[src/rtl/minsoc_startup_arbiter.sv]
// Two-master Wishbone arbiter in front of the startup ROM: one owner at a time,
// round-robin on contention, per-transfer timeout that returns err to the owner.
module minsoc_startup_arbiter #(
  parameter int AW      = 5,
  parameter int TIMEOUT = 16,
  parameter int TW      = 8
) (
  input  logic          wb_clk,
  input  logic          wb_rst_n,
  input  logic [AW-1:0] m0_adr_i,
  input  logic          m0_cyc_i,
  input  logic          m0_stb_i,
  output logic [31:0]   m0_dat_o,
  output logic          m0_ack_o,
  output logic          m0_err_o,
  input  logic [AW-1:0] m1_adr_i,
  input  logic          m1_cyc_i,
  input  logic          m1_stb_i,
  output logic [31:0]   m1_dat_o,
  output logic          m1_ack_o,
  output logic          m1_err_o,
  output logic [AW-1:0] s_adr_o,
  output logic          s_cyc_o,
  output logic          s_stb_o,
  input  logic [31:0]   s_dat_i,
  input  logic          s_ack_i,
  output logic [1:0]    gnt_o
);

  typedef enum logic [1:0] {IDLE = 2'd0, GNT0 = 2'd1, GNT1 = 2'd2} state_t;

  state_t        state;
  logic          last_gnt;   // 0 = M0 held it last, 1 = M1
  logic [TW-1:0] cnt;
  logic          err_q;      // timeout err cycle for the current owner

  logic g0, g1, own_cyc, own_stb, tmo_hit;

  always_comb begin
    g0      = (state == GNT0);
    g1      = (state == GNT1);
    own_cyc = (g0 & m0_cyc_i) | (g1 & m1_cyc_i);
    own_stb = (g0 & m0_stb_i) | (g1 & m1_stb_i);
    tmo_hit = own_cyc & own_stb & ~s_ack_i & ~err_q & (cnt == TW'(TIMEOUT - 1));
  end

  // Slave side follows the owner; strobe is held off during the err cycle so
  // the aborted transfer is not re-issued to the ROM.
  always_comb begin
    s_cyc_o = own_cyc;
    s_stb_o = own_cyc & own_stb & ~err_q;
    s_adr_o = '0;
    if (g0) s_adr_o = m0_adr_i;
    if (g1) s_adr_o = m1_adr_i;
  end

  assign m0_dat_o = s_dat_i;
  assign m1_dat_o = s_dat_i;

  // Late acks (after cyc drop or in IDLE) fall through to nobody; ack beats err.
  assign m0_ack_o = s_ack_i & g0 & m0_cyc_i;
  assign m1_ack_o = s_ack_i & g1 & m1_cyc_i;
  assign m0_err_o = err_q & ~s_ack_i & g0 & m0_cyc_i;
  assign m1_err_o = err_q & ~s_ack_i & g1 & m1_cyc_i;

  always_ff @(posedge wb_clk or negedge wb_rst_n) begin
    if (!wb_rst_n) begin
      state    <= IDLE;
      last_gnt <= 1'b1;
      cnt      <= '0;
      err_q    <= 1'b0;
      gnt_o    <= 2'b00;
    end else begin
      err_q <= tmo_hit;
      if (!own_cyc || !own_stb || s_ack_i || err_q || tmo_hit)
        cnt <= '0;
      else
        cnt <= cnt + 1'b1;

      case (state)
        IDLE: begin
          if (m0_cyc_i && (!m1_cyc_i || last_gnt)) begin
            state    <= GNT0;
            last_gnt <= 1'b0;
            gnt_o    <= 2'b01;
          end else if (m1_cyc_i) begin
            state    <= GNT1;
            last_gnt <= 1'b1;
            gnt_o    <= 2'b10;
          end
        end
        GNT0: begin
          if (!m0_cyc_i) begin
            state <= IDLE;
            gnt_o <= 2'b00;
          end
        end
        GNT1: begin
          if (!m1_cyc_i) begin
            state <= IDLE;
            gnt_o <= 2'b00;
          end
        end
        default: begin
          state <= IDLE;
          gnt_o <= 2'b00;
        end
      endcase
    end
  end

endmodule

[config.mk]
export PLATFORM = sky130hd
export DESIGN_NAME = minsoc_startup_arbiter
export DESIGN_NICKNAME = d
export VERILOG_FILES = /design/src/rtl/minsoc_startup_arbiter.sv
export SDC_FILE = /design/constraint.sdc
export NUM_CORES = 1
export LEC_CHECK = 0
export BUFFER_PORTS_ARGS = -buffer_cell sky130_fd_sc_hd__buf_4
export CAP_MARGIN = 20
export CORE_MARGIN = 4
export CORE_UTILIZATION = 32
export CTS_BUF_LIST = sky130_fd_sc_hd__clkbuf_2 sky130_fd_sc_hd__clkbuf_4 sky130_fd_sc_hd__clkbuf_8
export DETAILED_ROUTE_END_ITERATION = 12
export PLACE_DENSITY = 0.78
export SYNTH_ARGS = -nofsm -noshare
export SYNTH_HDL_FRONTEND = slang
export SYNTH_SLANG_ARGS = --single-unit
[constraint.sdc]
create_clock -name wb_clk -period 1.4 [get_ports wb_clk]
set_input_delay 0.14 -clock wb_clk [delete_from_list [all_inputs] [get_ports wb_clk]]
set_output_delay 0.14 -clock wb_clk [all_outputs]
set_load 0.005 [all_outputs]
==> results of run 1 <==
## cells in the final DEF, fill, tap and decap left out, drive strengths merged, types with 2 or more instances in the layout
master and instances:
inv 3, clkbuf 4, xnor2 2, a22o 5
nor3 3, nand2 5, nand3 3, buf 41
o21ai 3, a211oi 3, nor2b 3, nor2 7
or3 3, and4bb 2, dfrtp 11, and3b 2
## layout make-up
| cell class | count | area (um^2) |
|---|---|---|
| clock buffer | 4 | 36.3 |
| fill | 352 | 2230 |
| inverter | 3 | 11.3 |
| multi-input combinational | 54 | 444 |
| sequential | 12 | 305 |
| tap | 46 | 57.6 |
| timing repair buffer | 42 | 333 |
## per-stage QoR
stage	setup slack [ns]	cell area (um^2)	hold slack [ns]	total power [mW]
final	-0.0391	1190	0.0262	1.06
after CTS	-0.0661	1110	0.0197	1.04
after global placement	0.0117	1000	-0.0130	0.699
after global routing	-0.135	1190	0.0203	1.14
after floorplan	0.0659	1160	-0.156	0.693
after detailed placement	-0.0238	1000	-0.0122	0.704
## where the power goes
part           internal [mW]  switching [mW]  total (mW)
logic                  0.235           0.139       0.374
clock network          0.158           0.110       0.268
registers              0.387          0.0351       0.422
total                  0.779           0.284        1.06
## cells by family after synthesis
kind of cell | after synthesis | synth area share
compound gates | 16 | 0.106
fa+ha+maj | 1 | 0.0108
buf+inv | 67 | 0.423
simple gates | 34 | 0.179
xor+xnor | 3 | 0.0226
flops | 12 | 0.259
## state kept, by name, indices dropped and copies added (netlist names)
name	cells
cnt	8
err_q	1
last_gnt	1
state	2
## repair_timing
item                                   in CTS  in global routing
pin swaps                                   3                  4
gates resized for setup                    14                 12
setup buffers                               3                  3
endpoints found under the hold margin      12                  0
hold buffers                                1                  0
setup endpoints to repair                  16                 13
## worst reg2reg max path, cell delays in order, from the launching register on
cell	delay, ns
dfrtp_1	0.39
or4_4	0.56
nor2_4	0.22
nor3_1	0.09
## per-layer routing
metal / GRT usage / vias to the layer above / wire length, um / part of all wire
met1: 0.0795 / 349 / 723 / 0.34
li1: - / 350 / - / -
met3: 0.0411 / 14 / 294 / 0.14
met5: 0 / - / 0 / 0
met2: 0.147 / 33 / 1030 / 0.49
met4: 0.0546 / 0 / 61 / 0.029
## Yosys cell counts (2+ instances only)
master,number,area [um^2]
nand3_1,2,10.0
a22o_1,5,43.8
o21ai_0,3,15.0
a211oi_1,3,22.5
and3b_1,2,17.5
or3_1,3,18.8
nor2_1,6,22.5
inv_1,3,11.3
nand2_1,5,18.8
dfrtp_1,11,275
xnor2_1,2,17.5
buf_4,64,480
nor2b_1,3,18.8
nor3_1,3,15.0
and4bb_2,2,25.0
## how the worst min path moves through the flow
stage	from	to	depth (start not counted)
finish	s_ack_i	err_q	2
global placement	wb_rst_n	cnt[7]	1
CTS	s_ack_i	err_q	2
global route	s_ack_i	err_q	2
floorplan	wb_rst_n	cnt[0]	0
detailed placement	wb_rst_n	cnt[4]	1
==> metrics.md, run 1 <==
| Metric | Value |
|---|---|
| Worst Tran Pin Value | `0.220 ns` |
| CP startpoint kind | `flip-flop` |
| Final min period | `1.44 ns` |
| Status | `complete, but fails checks` |
| Clk sink count | `12` |
| Non-filler cells, final | `about 160` |
| First drt pass iteration count | `4` |
| PortBufs | `29` |
| Die height | `around 70 um` |
| Crit-path cells | `and4bb_2 > o22ai_2 > inv_1 > buf_4` |
| GRT Overall Usage | `0.0850` |
| RR Startpoint | `cnt[5]` |
| DRC | `0` |
| Synth warn | `0` |
| TritonCTS Buffers | `3` |
| Flop-to-flop setup slack | `0.03 ns` |
| CP endpoint kind | `output pin` |
| Required @ worst endpoint | `roughly 1.3 ns` |
| Drt wl/cell | `roughly 13 um` |
| CP top delay family | `flip-flops` |
| Post-Syn Area per Cell | `8.75 um^2` |
| Top_reg_cell synth | `dfrtp_1` |
| Count of different cell masters after synthesis | `31` |
| Post-DP HPWL | `1.55 mm` |
| Clock transition at path regs | `approximately 0.08 ns` |
| P per Cell Area | `895 nW/um^2` |
| Violated checks | `negative setup slack` |
| Share of cells above drive strength 1 | `0.583` |
| CTS tree | `done` |
| N_diodes | `0` |
| Worst reg2reg endpoint | `cnt[3]` |
| Worst Slack Setup Final | `-0.0391 ns` |
| Post-synthesis sequential area ratio | `0.259` |
| Worst-Skew Late Latency | `approximately 0.27 ns` |
| First-pass GRT wire length | `approximately 3 mm` |
| Vias per cell | `4.63` |
| Area delta synth->final | `2.04%` |
| Via Count | `746` |
| CTS Root Cell | `clkbuf_4` |
| Die width | `68.3 um` |
| Number of max-cap violations | `0` |
| GP Congestion | `around 0.75` |
| Worst VDD drop | `~0.25 mV` |
| Post-synthesis net count | `approximately 180` |
| Drt initial violations | `17` |
| Final setup violating endpoints | `8` |
| Crit path max fanout | `7` |
| Worst slew margin | `0.852` |
| Pleak | `0.544 nW` |
| HP Class | `input port to flip-flop` |
| Post-synth ARST share | `1.00` |
| Cells after Synth | `between 100 and 150` |
| WS Path Type | `flip-flop to output pin` |
| Congestion Overflow GR | `0` |
| CORE AREA | `about 3400 um^2` |
| Critical Path Max Stage Delay | `~0.45 ns` |
| Pin count of the biggest net entering global routing | `13` |
| Die ar. | `4660 um^2` |
| Crit path to | `s_stb_o` |
| CTS H-Tree Depth | `1` |
| Final worst path period share | `1.03` |
| Slowest cell on the critical path | `dfrtp_2` |
| Post-synthesis register bit count | `12` |
| CTS Buffer Depth | `2` |
| Nets | `166` |
| Vias in the first global route | `between 700 and 800` |
| Fin Setup TNS | `-0.141 ns` |
| WL final | `2.11 mm` |
| Reg2reg path depth | `3` |
| Post-Syn Area | `1160 um^2` |
| Site row count | `21` |
| RSZ-0062 raised after global routing | `yes` |
| Post-synth EDFFs | `0` |
| Initial Util | `0.341` |
| Slew Viols, Final | `0` |
| Fin. Hold Viols | `0` |
| Critical Path AT | `1.30 ns` |
| Fmax | `695 MHz` |
| Worst setup path startpoint | `state[1]` |
| CP Buf/Inv Count | `2` |
| Initial antenna violation count | `0` |
| I/O pins | `~130` |
| Final ANT Viol Nets | `0` |
| Clock skew | `0.00464 ns` |
| CP Depth | `4` |
| Cell Count Post-Placement | `150` |
| Final Core Density | `0.348` |
Note: power is estimated with default switching activity, not from simulation.
==> run 2: changes to the inputs <==
==> constraint.sdc (replaced) <==
create_clock -name wb_clk -period 1.4 [get_ports wb_clk]
set_input_delay 0.21 -clock wb_clk [delete_from_list [all_inputs] [get_ports wb_clk]]
set_output_delay 0.21 -clock wb_clk [all_outputs]
set_load 0.005 [all_outputs]
==> run 2 against run 1 <==
The run still ends with negative setup slack left. Utilization about the same. Register-to-register slack worse by 0.06 ns. Final cell count is 1.9% higher. Via count grew 0.80%. Die area unchanged. Combinational power fell by 11%. First-iteration DRC count rose by 150%. Global-route usage increased by 0.17 points. Worst hold slack better by 0.067 ns. Setup slack got worse by 0.11 ns. Sequential share of layout area down 0.078 points. Non-clock buffer count increased by 3. Critical path type unchanged. Largest cell class unchanged.
==> metrics.md, run 2 (same netlist as run 1, synthesis figures left out) <==
| Metric | Value |
|---|---|
| Clock transition at path regs | `0.07 ns (was 0.08 ns)` |
| Status | `complete, but fails checks (unchanged)` |
| GP Congestion | `0.716 (was 0.749)` |
| Number of max-cap violations | `0 (unchanged)` |
| GRT Overall Usage | `0.0867 (was 0.0850)` |
| Worst reg2reg endpoint | `cnt[5] (was cnt[3])` |
| Violated checks | `negative setup slack (unchanged)` |
| Final setup violating endpoints | `17 (was 8)` |
| Vias in the first global route | `741 (was 715)` |
| Worst slew margin | `0.813 (was 0.852)` |
| Clk sink count | `12 (unchanged)` |
| Final ANT Viol Nets | `0 (unchanged)` |
| TritonCTS Buffers | `3 (unchanged)` |
| Share of cells above drive strength 1 | `0.576 (was 0.583)` |
| N_diodes | `0 (unchanged)` |
| Initial antenna violation count | `0 (unchanged)` |
| Max Used Layer | `met4 (unchanged)` |
| Area delta synth->final | `1.94% (was 2.04%)` |
| Worst Slack Setup Final | `-0.149 ns (was -0.0391 ns)` |
| Worst VDD drop | `0.371 mV (was 0.248 mV)` |
| Final Core Density | `0.347 (was 0.348)` |
| Fmax | `646 MHz (was 695 MHz)` |
| RR Startpoint | `cnt[5] (unchanged)` |
| Die width | `68.3 um (unchanged)` |
| Via Count | `752 (was 746)` |
| P per Cell Area | `865 nW/um^2 (was 895 nW/um^2)` |
| Largest registers | `cnt x8, state x2 (unchanged)` |
| CTS H-Tree Depth | `1 (unchanged)` |
| Critical Path AT | `1.34 ns (was 1.30 ns)` |
| First-pass GRT wire length | `3.06 mm (was 2.97 mm)` |
| CTS tree | `done (unchanged)` |
| Site row count | `21 (unchanged)` |
| Die height | `68.3 um (unchanged)` |
| Most frequent cells in the layout | `buf_4, dfrtp_1, nor2_1 (was buf_4, dfrtp_1, a22o_1)` |
| First drt pass iteration count | `4 (unchanged)` |
| Initial Util | `0.341 (unchanged)` |
| Wire length on met2 | `1.07 mm (was 1.03 mm)` |
| Drt wl/cell | `13.2 um (was 13.1 um)` |
| Drt initial violations | `42 (was 17)` |
| M1 WL | `702 um (was 723 um)` |
| Clock skew | `0.00258 ns (was 0.00464 ns)` |
| Max reg flops | `8 (unchanged)` |
| Final min period | `1.55 ns (was 1.44 ns)` |
| Final worst path period share | `1.11 (was 1.03)` |
| Reg2reg path depth | `3 (unchanged)` |
| Congestion Overflow GR | `0 (unchanged)` |
| Pleak | `0.553 nW (was 0.544 nW)` |
| CP endpoint kind | `output pin (unchanged)` |
| Crit path to | `s_stb_o (unchanged)` |
| CP startpoint kind | `flip-flop (unchanged)` |
| WL final | `2.16 mm (was 2.11 mm)` |
| I/O pins | `126 (unchanged)` |
| HP Class | `input port to flip-flop (unchanged)` |
| Worst-Skew Late Latency | `0.27 ns (about the same)` |
| Flop-to-flop setup slack | `-0.03 ns (was 0.03 ns)` |
| Die ar. | `4660 um^2 (unchanged)` |
| WS Path Type | `flip-flop to output pin (unchanged)` |
| DRC | `0 (unchanged)` |
| Slew Viols, Final | `0 (unchanged)` |
| Vias per cell | `4.59 (was 4.63)` |
| # fillers | `366 (was 352)` |
| CTS Root Cell | `clkbuf_4 (unchanged)` |
| Worst Tran Pin Value | `0.279 ns (was 0.220 ns)` |
| PortBufs | `29 (unchanged)` |
| Pre-CTS WS | `-0.0503 ns (was -0.0238 ns)` |
| Post-DP HPWL | `1.58 mm (was 1.55 mm)` |
| CTS Buffer Depth | `2 (unchanged)` |
| Worst setup path startpoint | `state[1] (unchanged)` |
| Routed wl met3 | `319 um (was 294 um)` |
| Most flops, register | `cnt (unchanged)` |
| Pin count of the biggest net entering global routing | `13 (unchanged)` |
| Fin. Hold Viols | `0 (unchanged)` |
| Required @ worst endpoint | `1.19 ns (was 1.26 ns)` |
| Nets | `169 (was 166)` |
| Commonest non-fill, non-tap cell in the layout | `buf_4 (unchanged)` |
| CORE AREA | `3420 um^2 (unchanged)` |
| Crit path max fanout | `6 (was 7)` |
| RSZ-0062 raised after global routing | `yes (unchanged)` |
[run 2: cell count changes in the layout (fill, tap and decap cells not counted), moves of 2 or more]
cell | previous run | this run
nor2b_4 | 3 | 1
buf_4 | 37 | 42
nor2_2 | 2 | 0
buf_6 | 4 | 2
nor2_1 | 4 | 6
[run 2: power breakdown]
group	internal [mW]	switching (mW)	leakage [nW]
sequential	0.386	0.0382	0.159
clock	0.158	0.112	0.0210
combinational	0.208	0.122	0.373
total	0.753	0.273	0.553
[run 2: layout make-up]
type                            count  area, um^2  area share
Multi-Input combinational cell     54         429       0.362
Timing Repair Buffer               45         348       0.293
Sequential cell                    12         304       0.256
Tap cell                           46        57.6      0.0485
Clock buffer                        4        36.3      0.0306
Inverter                            3        11.3     0.00949
[run 2: worst min-delay path by stage]
| stage | from | end | slack, ns | depth (start not counted) |
|---|---|---|---|---|
| after detailed placement | wb_rst_n | cnt[7] | 0.06 | 1 |
| after CTS | s_ack_i | err_q | 0.08 | 2 |
| after global placement | wb_rst_n | cnt[7] | 0.06 | 1 |
| after global routing | s_ack_i | err_q | 0.09 | 2 |
| after floorplan | wb_rst_n | cnt[0] | -0.09 | 0 |
| final | s_ack_i | err_q | 0.09 | 2 |
[run 2: repair_timing]
action	4_1_cts	5_1_grt
hold buffers	1	0
cloned	0	0
setup buffers	3	5
pin swaps	1	6
resized for setup	10	8
hold endpoints to repair	12	0
setup endpoints to repair	18	18
[run 2: critical path, cell delays in order, from the launching register on]
cell and delay, ns:
dfrtp_2 0.44, buf_6 0.13, and3b_1 0.25, o22ai_2 0.09, inv_1 0.06, buf_4 0.10
[run 2: metal layers]
layer | track usage | up-vias
met4 | 0.0397 | 0
met3 | 0.0525 | 14
met1 | 0.0776 | 347
met5 | 0 | -
li1 | - | 357
met2 | 0.154 | 34
[run 2: through the flow]
stage               std cells  power [mW]  area, um^2  TNS, ns  hold WS [ns]
floorplan                 133       0.693        1160        0       -0.0856
global placement          152       0.716        1020        0        0.0554
detailed placement        152       0.720        1020   -0.264        0.0587
CTS                       159        1.03        1110    -1.25        0.0825
global route              164        1.09        1190    -2.29        0.0886
finish                    164        1.03        1190    -1.16        0.0930
